--- src/rtl/writeback_arbiter.sv ---
// writeback_arbiter: merges pipeline, multiplier and FPU results onto the single register-file write port.
// Long-latency results queue per source and drain in idle slots; busy mask and stall request guard hazards.
module writeback_arbiter #(
    parameter int DEPTH        = 2,
    parameter int STARVE_LIMIT = 4
) (
    input  logic        CLK,
    input  logic        RESET,
    input  logic        RegWriteW,
    input  logic [3:0]  WA3W,
    input  logic [31:0] ResultW,
    input  logic        MvalidM,
    input  logic [3:0]  MdestM,
    input  logic [31:0] MresultM,
    output logic        Mready,
    input  logic        FvalidF,
    input  logic [3:0]  FdestF,
    input  logic [31:0] FresultF,
    output logic        Fready,
    output logic        WE3,
    output logic [3:0]  A3,
    output logic [31:0] WD3,
    output logic [14:0] BusyMask,
    output logic        StallReq,
    output logic        DropErr
);
    localparam int AW = $clog2(DEPTH);
    localparam int CW = AW + 1;
    localparam int SW = $clog2(STARVE_LIMIT + 1);

    logic [3:0]    m_dest [DEPTH];
    logic [31:0]   m_data [DEPTH];
    logic [3:0]    f_dest [DEPTH];
    logic [31:0]   f_data [DEPTH];
    logic [AW-1:0] m_wr, m_rd, f_wr, f_rd;
    logic [CW-1:0] m_cnt, f_cnt;
    logic          last_f;
    logic [SW-1:0] starve;
    logic          drop_err;
    logic          m_ne, f_ne, m_acc, f_acc, m_push, f_push, gnt_m, gnt_f;

    always_comb begin
        m_ne   = m_cnt != '0;
        f_ne   = f_cnt != '0;
        Mready = !RESET && (m_cnt != CW'(DEPTH));
        Fready = !RESET && (f_cnt != CW'(DEPTH));
        m_acc  = MvalidM && Mready;
        f_acc  = FvalidF && Fready;
        m_push = m_acc && (MdestM != 4'hF);
        f_push = f_acc && (FdestF != 4'hF);
        // On contention the source not granted last time wins
        gnt_m  = !RESET && !RegWriteW && m_ne && (!f_ne || last_f);
        gnt_f  = !RESET && !RegWriteW && f_ne && !gnt_m;
        WE3    = !RESET && (RegWriteW || m_ne || f_ne);
        A3     = RESET ? 4'd0 : RegWriteW ? WA3W : gnt_m ? m_dest[m_rd] : gnt_f ? f_dest[f_rd] : 4'd0;
        WD3    = RESET ? 32'd0 : RegWriteW ? ResultW : gnt_m ? m_data[m_rd] : gnt_f ? f_data[f_rd] : 32'd0;
        StallReq = starve == SW'(STARVE_LIMIT);
        DropErr  = drop_err;
    end

    always_comb begin
        BusyMask = '0;
        for (int r = 0; r < 15; r++)
            for (int i = 0; i < DEPTH; i++)
                if (!RESET && ((CW'(i) < m_cnt && m_dest[m_rd + AW'(i)] == 4'(r)) ||
                               (CW'(i) < f_cnt && f_dest[f_rd + AW'(i)] == 4'(r))))
                    BusyMask[r] = 1'b1;
    end

    always_ff @(posedge CLK) begin
        if (RESET) begin
            m_wr     <= '0;
            m_rd     <= '0;
            m_cnt    <= '0;
            f_wr     <= '0;
            f_rd     <= '0;
            f_cnt    <= '0;
            last_f   <= 1'b1;
            starve   <= '0;
            drop_err <= 1'b0;
        end else begin
            m_wr     <= m_wr + AW'(m_push);
            m_rd     <= m_rd + AW'(gnt_m);
            m_cnt    <= m_cnt + CW'(m_push) - CW'(gnt_m);
            f_wr     <= f_wr + AW'(f_push);
            f_rd     <= f_rd + AW'(gnt_f);
            f_cnt    <= f_cnt + CW'(f_push) - CW'(gnt_f);
            if (gnt_m || gnt_f)
                last_f <= gnt_f;
            starve   <= (gnt_m || gnt_f) ? '0 :
                        ((m_ne || f_ne) && RegWriteW && starve != SW'(STARVE_LIMIT)) ? starve + 1'b1 : starve;
            drop_err <= (m_acc && MdestM == 4'hF) || (f_acc && FdestF == 4'hF);
        end
    end

    always_ff @(posedge CLK) begin
        if (m_push) begin
            m_dest[m_wr] <= MdestM;
            m_data[m_wr] <= MresultM;
        end
        if (f_push) begin
            f_dest[f_wr] <= FdestF;
            f_data[f_wr] <= FresultF;
        end
    end
endmodule
--- config.mk ---
export PLATFORM = sky130hd
export DESIGN_NAME = writeback_arbiter
export DESIGN_NICKNAME = d
export VERILOG_FILES = /design/src/rtl/writeback_arbiter.sv
export SDC_FILE = /design/constraint.sdc
export NUM_CORES = 1
export LEC_CHECK = 0
export ABC_AREA = 0
export CORE_AREA = 2 2 124 126
export CTS_CLUSTER_SIZE = 12
export DETAILED_ROUTE_END_ITERATION = 10
export DIE_AREA = 0 0 126 128
export MAX_ROUTING_LAYER = met4
export PLACE_DENSITY = 0.9
export SYNTH_ARGS = -nofsm -noshare
export SYNTH_HDL_FRONTEND = slang
export SYNTH_SLANG_ARGS = --single-unit
--- constraint.sdc ---
create_clock -name CLK -period 2.4 [get_ports CLK]
set_clock_uncertainty 0.05 [all_clocks]
set_input_delay 0.48 -clock CLK [delete_from_list [all_inputs] [get_ports CLK]]
set_output_delay 0.48 -clock CLK [all_outputs]
set_load 0.02 [all_outputs]
==> impl_metrics.yaml, run 1 <==
status:
  status: "finished with violations"
  violations: "negative setup slack"
die:
  die_x_um: 126
  coreArea_sq_mm: 0.01486
  row_count: 45
  start_util_pct: 49.49
  dieHeight_um: 128
  die_area_sq_mm: 0.01613
  num_io_pins: 169
clocking:
  cts_hold_buffers: 0
  clock_latency_ns: 0.42
  clock-sinks: 157
  clockBufferDepth: 2
  htreeDepth: 4
  cts_buffers: 17
  clockRootBuffer: "clkbuf_16"
  clk_pin_slew_worst_paths_ns: 0.06
  cts_tree: "built"
critical_path:
  endpoint_kind: "primary output"
  slowest_delay_ns: 0.42
  required_ns: 1.87
  worst-path-max-fanout: 9
  crit_arrival_ns: 2.16
  crit_top_cell: "buf_12"
  crit_slowest_cell: "dfxtp_4"
  crit_chain: "buf_12 > buf_12 > mux2_2 > a222oi_1 > nor2_1 > buf_2"
  critPathLaunchType: "flop"
  path_class: "reg -> out"
layout:
  fin_util_pct: 75.10
  final_cell_mix: "edfxtp_1, clkdlybuf4s50_1, buf_4, mux2_2, nor2_1"
  drive_gt1_share_pct: 43.13
  layout_commonest_cell: "edfxtp_1"
  nets: 902
  syn_to_final_growth_pct: 51.73
synthesis:
  syn_area_sq_mm: 0.007357
  yosysWarnings: 0
  seq_area_frac_synth_pct: 62.31
  ys.flop_type: "edfxtp_1"
  synth_nets: 646
  postSynthAreaPerCell_sq_um: 14.04
  synth.top_cell.area_share_pct: 58.78
  synth_edf_count: 144
  synth_area_leaders: "edfxtp_1, mux2_2, a222oi_1"
  async_reset_ff_share_pct: 0
  synth_cells: 524
  synth_top_area_cell: "edfxtp_1"
  synth_seq_cells: 157
  synth.distinct_cells: 46
routing:
  routedWlPerCell_um: 23.87
  drtAntennaViolNets: 0
  via_count: 5985
  first_pass_iters: 7
  drtIter0Drc: 718
  drc: 0
  drt_wl_total_um: 23440
  vias_per_cell: 6.095
power:
  peakVddDrop_v: 0.0005630
  power.density_mw_per_mm2: 722.0
  total_power_mw: 8.060
  power_leakage_nw: 4.034
timing:
  hold_viol_final: 0
  fmax_mhz: 372.1
  slew_violations: 0
  worstMarginPinSlew_ns: 0.4922
  maxSlewHeadroom_pct: 66.84
  period_needed_ns: 2.687
  period_share_pct: 112.0
  rsz0062_at_grt: "true"
  fin_ws_ns: -0.2871
  finalSetupViolations: 49
min_path:
  hold_path.class: "in -> reg"
grt:
  grt_pass1_vias: 6034
  gr-total-overflow: 0
  antenna_found_initial: 1
  grt.total_usage_pct: 28.00
  grt_max_degree: 53
  grt_pass1_wl_um: 33470
place:
  numPortBuffers: 168
  hpwlAfterDp_um: 14360
  gp_congestion: 0.8831
run:
  cap_violations: 0
==> through the flow <==
step,worst slack [ns],hold WS [ns],cells,instance area [sq um],setup TNS (ns)
final,-0.2871,0.4600,982,11160,-7.197
after global routing,-0.3653,0.4651,982,11160,-10.76
after CTS,-0.1979,0.4360,966,10790,-5.462
after detailed placement,-0.5584,0.4388,924,9856,-20.85
after global placement,-0.4561,0.4298,924,9856,-18.48
after floorplan,-0.1422,0.4152,524,7357,-10.24
==> state kept, by name (all words and copies together), names as in the netlist, 2 cells and up <==
signal / count
f_cnt: 2
f_data: 64
f_dest: 8
m_cnt: 2
m_data: 64
m_dest: 8
starve: 3
==> power by group <==
part	switching, mW	internal (mW)	total, mW
registers	0.0841	3.16	3.24
logic	0.863	0.945	1.81
clock network	1.12	1.89	3.01
==> cells in the mapped netlist (2+ instances only) <==
cell / n
edfxtp_1: 144
mux2_2: 73
nor2_1: 51
a222oi_1: 35
a22oi_1: 31
a21oi_1: 23
buf_2: 16
dfxtp_1: 13
clkbuf_1: 12
mux2i_1: 12
nand2b_1: 10
ha_1: 9
inv_1: 9
nand2_1: 8
nand3_1: 8
nor3_1: 8
nand3b_1: 7
o21ai_0: 6
buf_4: 4
or3b_1: 4
xnor2_1: 4
a21boi_0: 3
nor2b_1: 3
a21boi_2: 2
buf_6: 2
nand4_1: 2
nor3b_1: 2
o21a_1: 2
o221a_2: 2
or3b_2: 2
xor2_1: 2
==> timing repair <==
item	4_1_cts	5_1_grt
pin swaps	65	18
cloned	3	1
setup endpoints to repair	54	52
resized for setup	322	69
buffers inserted	7	14
==> layer usage <==
layer | part of all wire (%) | track usage (%)
met5 | 0 | -
met4 | 2.2 | 9.373
met3 | 8.2 | 5.342
met2 | 52 | 47.38
met1 | 37 | 34.10
==> critical path, delay by kind of cell, from the launching register on <==
family / cells / cell delay (ns)
AO/OA/AOI/OAI: 1 / 0.40
buffers and inverters: 3 / 0.48
flip-flops: 1 / 0.42
multiplexers: 1 / 0.34
AND/OR/NAND/NOR: 1 / 0.07
==> worst paths after layout <==
check | start | endpoint | slack, ns | depth (start not counted)
hold / removal | RESET | m_cnt[1]$_SDFF_PP0_ | 0.46 | 3
setup / recovery | f_rd$_SDFF_PP0_ | WD3[31] | -0.29 | 6
setup reg to reg | m_cnt[0]$_SDFF_PP0_ | f_cnt[1]$_SDFF_PP0_ | 0.23 | 10
hold reg to reg | last_f$_SDFFE_PP1P_ | last_f$_SDFFE_PP1P_ | 0.49 | 2
==> cell type report <==
| type | instances | area [sq um] |
|---|---|---|
| inverter | 9 | 33.78 |
| timing repair buffer | 272 | 2639 |
| fill | 880 | 3701 |
| clock buffer | 20 | 446.7 |
| multi-input combinational | 323 | 2994 |
| tap | 188 | 235.2 |
| clock inverter | 12 | 209.0 |
| sequential | 157 | 4603 |
| antenna | 1 | 2.502 |
==> cells by family (layout without fill, tap and decap cells) <==
kind of cell / count (synthesis) / after routing / share of synthesized area [%]
adder cells (fa/ha/maj): 9 / 9 / 1.531
XOR/XNOR: 6 / 6 / 0.7143
AO/OA/AOI/OAI: 108 / 108 / 11.48
flip-flops: 157 / 157 / 62.31
other: 0 / 1 / 0
AND/OR/NAND/NOR: 113 / 113 / 7.874
buffers and inverters: 44 / 313 / 2.925
multiplexers: 87 / 87 / 13.16
No activity file was read; power rests on OpenSTA's default activity.
==> run 2: changes to the inputs <==
Settings changed: MAX_ROUTING_LAYER met4 to default.
==> run 2 against run 1 <==
Compared with the run above:
- the run still ends with negative setup slack left
- non-clock buffer count shrank 6
- routed wire length shrank 3.8%
- cell count shrank 0.71%
- core utilization shrank 2.3 points
- sequential cell count is the same
- worst hold slack gained 0.0041 ns
- final area shrank 3.0%
- via count shrank 1.8%
- die area is the same
- power shrank 4.4%
==> impl_metrics.yaml, run 2 (synthesis results as in run 1) <==
run:
  cap_violations: 0
critical_path:
  startpoint: "f_rd$_SDFF_PP0_"
  endpoint: "BusyMask[10]"
  path_class: "reg -> out"
  r2r_start: "f_cnt[1]$_SDFF_PP0_"
  crit_family: "buffers and inverters"
  worst-path-max-fanout: 8
  crit_slowest_cell: "dfxtp_4"
  slowest_delay_ns: 0.39
  crit_top_cell: "buf_6"
  r2r.worst_path.cells: 8
  crit_arrival_ns: 2.11
  cp.depth: 8
  timing.rr.end: "m_cnt[0]$_SDFF_PP0_"
  required_ns: 1.87
  crit_chain: "buf_6 > buf_6 > mux2i_4 > buf_6 > nor3_4 > a22oi_2 > a21oi_2 > buf_6"
  critPathBufInv: 4
  critPathLaunchType: "flop"
  endpoint_kind: "primary output"
  reg2reg_slack_ns: 0.36
clocking:
  cts_buffers: 17
  clk_pin_slew_worst_paths_ns: 0.06
  htreeDepth: 4
  clock-sinks: 157
  cts_tree: "built"
  clock_latency_ns: 0.42
  clockRootBuffer: "clkbuf_16"
  clockBufferDepth: 2
  cts_hold_buffers: 0
timing:
  period_share_pct: 110.1
  hold-worst-slack_ns: 0.4641
  hold_viol_final: 0
  finalSetupTns_ns: -6.927
  rsz0062_at_grt: "true"
  worstMarginPinSlew_ns: 0.4724
  finalSetupViolations: 50
  fmax_mhz: 378.5
  fin_ws_ns: -0.2420
  slew_violations: 0
  maxSlewHeadroom_pct: 68.50
  period_needed_ns: 2.642
place:
  hpwlAfterDp_um: 14430
  numPortBuffers: 168
  gp_congestion: 0.8720
die:
  die_x_um: 126
  num_io_pins: 169
  die_area_sq_mm: 0.01613
  start_util_pct: 49.49
  dieHeight_um: 128
  coreArea_sq_mm: 0.01486
  row_count: 45
layout:
  largest_registers: "f_data: 64 flops, m_data: 64 flops"
  syn_to_final_growth_pct: 47.16
  diodes: 0
  layout_commonest_cell: "edfxtp_1"
  drive_gt1_share_pct: 40.41
  n_fill_cell: 972
  nets: 896
  final_cell_mix: "edfxtp_1, clkdlybuf4s50_1, buf_4, mux2_2, nor2_1"
status:
  violations: "negative setup slack"
  status: "finished with violations"
routing:
  via_count: 5880
  routedWlPerCell_um: 23.13
  drtIter0Drc: 709
  drtAntennaViolNets: 0
  vias_per_cell: 6.031
  first_pass_iters: 9
  drt_wl_total_um: 22550
  drc: 0
grt:
  gr-total-overflow: 0
  grt_pass1_wl_um: 33550
  grt_pass1_vias: 6100
  grt.total_usage_pct: 27.43
  antenna_found_initial: 1
  grt_max_degree: 40
min_path:
  worstHoldStart: "last_f$_SDFFE_PP1P_"
  hold_path.class: "reg -> reg"
power:
  total_power_mw: 7.702
  power_leakage_nw: 3.884
  power.density_mw_per_mm2: 711.4
  peakVddDrop_v: 0.0004907
## run 2: cell count changes in the layout (fill, tap and decap cells not counted), moves of 3 or more
cell and delta:
buf_2 +3, buf_12 -6, a22oi_2 -8, a22oi_1 +8
buf_4 -5, nor3_2 -3, mux2_2 +20, mux2_4 -20
## run 2: worst reg2reg max path: cells and delay by family (launching register included)
kind	cells	cell delay (ns)
adders and majority gates	2	0.43
and+or+nand+nor	2	0.38
buffers and inverters	3	0.38
DFF	1	0.35
AOI/OAI and AO/OA	1	0.32
## run 2: metrics by stage
step                      instance area, sq um  cells  util, %  worst slack (ns)
final                                    10830    975    72.84           -0.2420
after CTS                                10670    973    71.79           -0.2481
after floorplan                           7357    524        -           -0.1422
after detailed placement                  9776    920    65.77           -0.5854
after global routing                     10830    975    72.84           -0.3101
after global placement                    9776    920    65.77           -0.4952
## run 2: power by group
part / total (mW) / leakage, nW / switching, mW / internal (mW)
Clock: 2.77 / 0.287 / 1.08 / 1.69
Sequential: 3.23 / 1.43 / 0.0735 / 3.15
Combinational: 1.70 / 2.17 / 0.838 / 0.865
Total: 7.70 / 3.88 / 1.99 / 5.71
## run 2: layout make-up
type | instances | area [sq um] | area share [%]
well taps | 188 | 235.2 | 2.173
clock buffers | 22 | 464.2 | 4.288
flip-flops and latches | 157 | 4598 | 42.47
multi-input cells | 323 | 2824 | 26.08
clock inverters | 10 | 140.1 | 1.294
repair buffers | 266 | 2531 | 23.38
inverters | 9 | 33.78 | 0.3120
## run 2: timing repair
item / 4_1_cts / 5_1_grt
endpoints found under the setup margin: 54 / 52
cloned: 4 / 1
hold endpoints to repair: 0 / 0
resized for setup: 308 / 40
buffers inserted: 18 / 3
pin swaps: 61 / 32
## run 2: how the worst min path moves through the flow
stage               cells after the start  slack, ns                  end
floorplan                               2       0.42  last_f$_SDFFE_PP1P_
global placement                        2       0.42  last_f$_SDFFE_PP1P_
detailed placement                      2       0.44  last_f$_SDFFE_PP1P_
CTS                                     2       0.46  last_f$_SDFFE_PP1P_
global route                            2       0.50  last_f$_SDFFE_PP1P_
finish                                  2       0.46  last_f$_SDFFE_PP1P_
## run 2: routing by layer
layer | wire length (um) | GRT usage (%) | part of all wire, %
met1 | 8531 | 33.17 | 38
met2 | 11470 | 48.48 | 51
met3 | 1832 | 6.177 | 8.1
met4 | 699 | 9.761 | 3.1
met5 | 16 | 0 | 0.071
==> run 3: changes to the inputs <==
Settings changed: CORE_AREA 2 2 124 126 to 2 2 125 127, DIE_AREA 0 0 126 128 to 0 0 127 129, PLACE_DENSITY 0.9 to default, PLACE_DENSITY_LB_ADDON from default to 0.3.
==> run 3 against run 2 <==
Compared with the run above:
- the run still ends with negative setup slack left
- register-to-register slack better by 0.06 ns
- critical endpoint is now WD3[1]
- core utilization grew 0.19 points
- combinational power is 3% higher
- worst hold slack better by 0.014 ns
- largest cell class unchanged
- clock power fell by 1%
- fmax up 1.0%
- sequential power about the same
- global-route usage shrank 1.9 points
- critical path depth shrank 2
- first-iteration DRC count up 3.2%
- setup slack better by 0.027 ns
==> impl_metrics.yaml, run 3 (synthesis results as in run 1) <==
status:
  status: "finished with violations"
  violations: "negative setup slack"
power:
  p_int_mw: 5.803
  power_frac_clock_pct: 35.4
  power_leakage_nw: 3.947
  sw_frac_of_total_pct: 24.75
  total_power_mw: 7.712
  power_frac_seq_pct: 41.8
  peakVddDrop_v: 0.0005675
  combPwrFrac_pct: 22.7
  power_switching_mw: 1.909
  power.density_mw_per_mm2: 705.1
timing:
  finalSetupViolations: 51
  period_needed_ns: 2.615
  hold-worst-slack_ns: 0.4785
  worstMarginPinSlew_ns: 0.4595
  fin_ws_ns: -0.2152
  fmax_mhz: 382.4
  period_share_pct: 109.0
  rsz0062_at_grt: "true"
  maxSlewHeadroom_pct: 68.49
  hold_viol_final: 0
  slew_violations: 0
  finalSetupTns_ns: -5.921
layout:
  diodes: 0
  syn_to_final_growth_pct: 48.66
  nets: 881
  layout_commonest_cell: "edfxtp_1"
  final_cell_mix: "edfxtp_1, clkdlybuf4s50_1, buf_4, nor2_1, mux2_4"
  drive_gt1_share_pct: 38.18
  largest_registers: "f_data: 64 flops, m_data: 64 flops"
clocking:
  clockBufferDepth: 2
  cts_hold_buffers: 0
  clk_pin_slew_worst_paths_ns: 0.06
  cts_buffers: 17
  clockRootBuffer: "clkbuf_16"
  htreeDepth: 4
  cts_tree: "built"
  clock_latency_ns: 0.42
  clock-sinks: 157
critical_path:
  endpoint_kind: "primary output"
  r2r.worst_path.cells: 7
  required_ns: 1.87
  slowest_delay_ns: 0.43
  crit_arrival_ns: 2.09
  worst-path-max-fanout: 5
  crit_chain: "buf_8 > buf_12 > mux2_4 > a222oi_1 > nor2_1 > buf_4"
  path_class: "reg -> out"
  critPathLaunchType: "flop"
  crit_slowest_cell: "a222oi_1"
routing:
  routedWlPerCell_um: 22.41
  drtIter0Drc: 732
  drt_wl_total_um: 21470
  via_count: 5789
  drc: 0
  vias_per_cell: 6.043
  first_pass_iters: 8
  drtAntennaViolNets: 0
grt:
  grt_pass1_wl_um: 31600
  grt_pass1_vias: 5817
  antenna_found_initial: 0
  gr-total-overflow: 0
  grt.total_usage_pct: 25.55
  grt_max_degree: 33
place:
  numPortBuffers: 168
  gp_congestion: 0.9297
  hpwlAfterDp_um: 13250
min_path:
  whs_path_depth: 3
  hold_path.class: "in -> reg"
die:
  num_io_pins: 169
  die_x_um: 127
  dieHeight_um: 129
  start_util_pct: 49.12
  die_area_sq_mm: 0.01638
  row_count: 45
  coreArea_sq_mm: 0.01498
run:
  cap_violations: 0
-- run 3: changes by cell type in the layout (fill, tap and decap cells not counted), moves of 5 or more --
cell,before,now
buf_12,11,19
buf_6,18,13
buf_2,22,10
a21oi_1,12,17
mux2_2,71,27
mux2_4,4,48
mux2i_1,9,2
a21oi_2,11,5
-- run 3: stage by stage --
step	worst slack (ns)	std cells	util [%]	cell area, sq um
after floorplan	-0.1422	524	-	7357
after global placement	-0.2173	905	64.57	9671
after detailed placement	-0.3019	905	64.57	9671
after CTS	-0.1851	954	71.78	10750
after global routing	-0.2737	958	73.02	10940
final	-0.2152	958	73.02	10940
-- run 3: power by group through the flow --
stage | Combinational, mW | Clock [mW] | Sequential (mW)
6_report | 1.75 | 2.73 | 3.23
5_1_grt | 1.85 | 2.86 | 3.24
4_1_cts | 1.66 | 2.76 | 3.22
3_5_place_dp | 1.42 | 0 | 3.27
3_3_place_gp | 1.39 | 0 | 3.26
2_1_floorplan | 0.764 | 0 | 3.25
-- run 3: worst paths after layout --
| path | from | end | slack, ns |
|---|---|---|---|
| worst min register to register | starve[1]$_SDFFE_PP0P_ | starve[1]$_SDFFE_PP0P_ | 0.54 |
| worst max-delay path | f_rd$_SDFF_PP0_ | WD3[1] | -0.22 |
| worst max register to register | m_cnt[1]$_SDFF_PP0_ | m_data[0][23]$_DFFE_PP_ | 0.42 |
| worst min-delay path | RESET | f_rd$_SDFF_PP0_ | 0.48 |
-- run 3: cell type report --
| cell class | count | area, sq um |
|---|---|---|
| inverters | 9 | 33.78 |
| multi-input cells | 323 | 2973 |
| flip-flops and latches | 157 | 4597 |
| clock buffers | 18 | 429.2 |
| repair buffers | 251 | 2497 |
| well taps | 188 | 235.2 |
| fillers | 949 | 4040 |
| clock inverters | 12 | 171.4 |
-- run 3: timing repair --
item                       4_1_cts  5_1_grt
resized for setup              344       55
buffers inserted                13        8
pin swaps                       80       42
setup endpoints to repair       54       52
cloned                           6        1
-- run 3: layer usage --
layer,vias up,track usage [%],wire [um]
met5,-,0,0
met4,0,7.628,457
met3,35,5.239,1871
met2,356,44.88,10790
met1,2838,32.22,8354
li1,2560,-,-
-- run 3: worst max-delay path, delay by kind of cell, from the launching register on --
| kind | cells | cell delay [ns] |
|---|---|---|
| compound gates | 1 | 0.43 |
| buf+inv | 3 | 0.45 |
| simple gates | 1 | 0.10 |
| mux | 1 | 0.32 |
| flops | 1 | 0.38 |
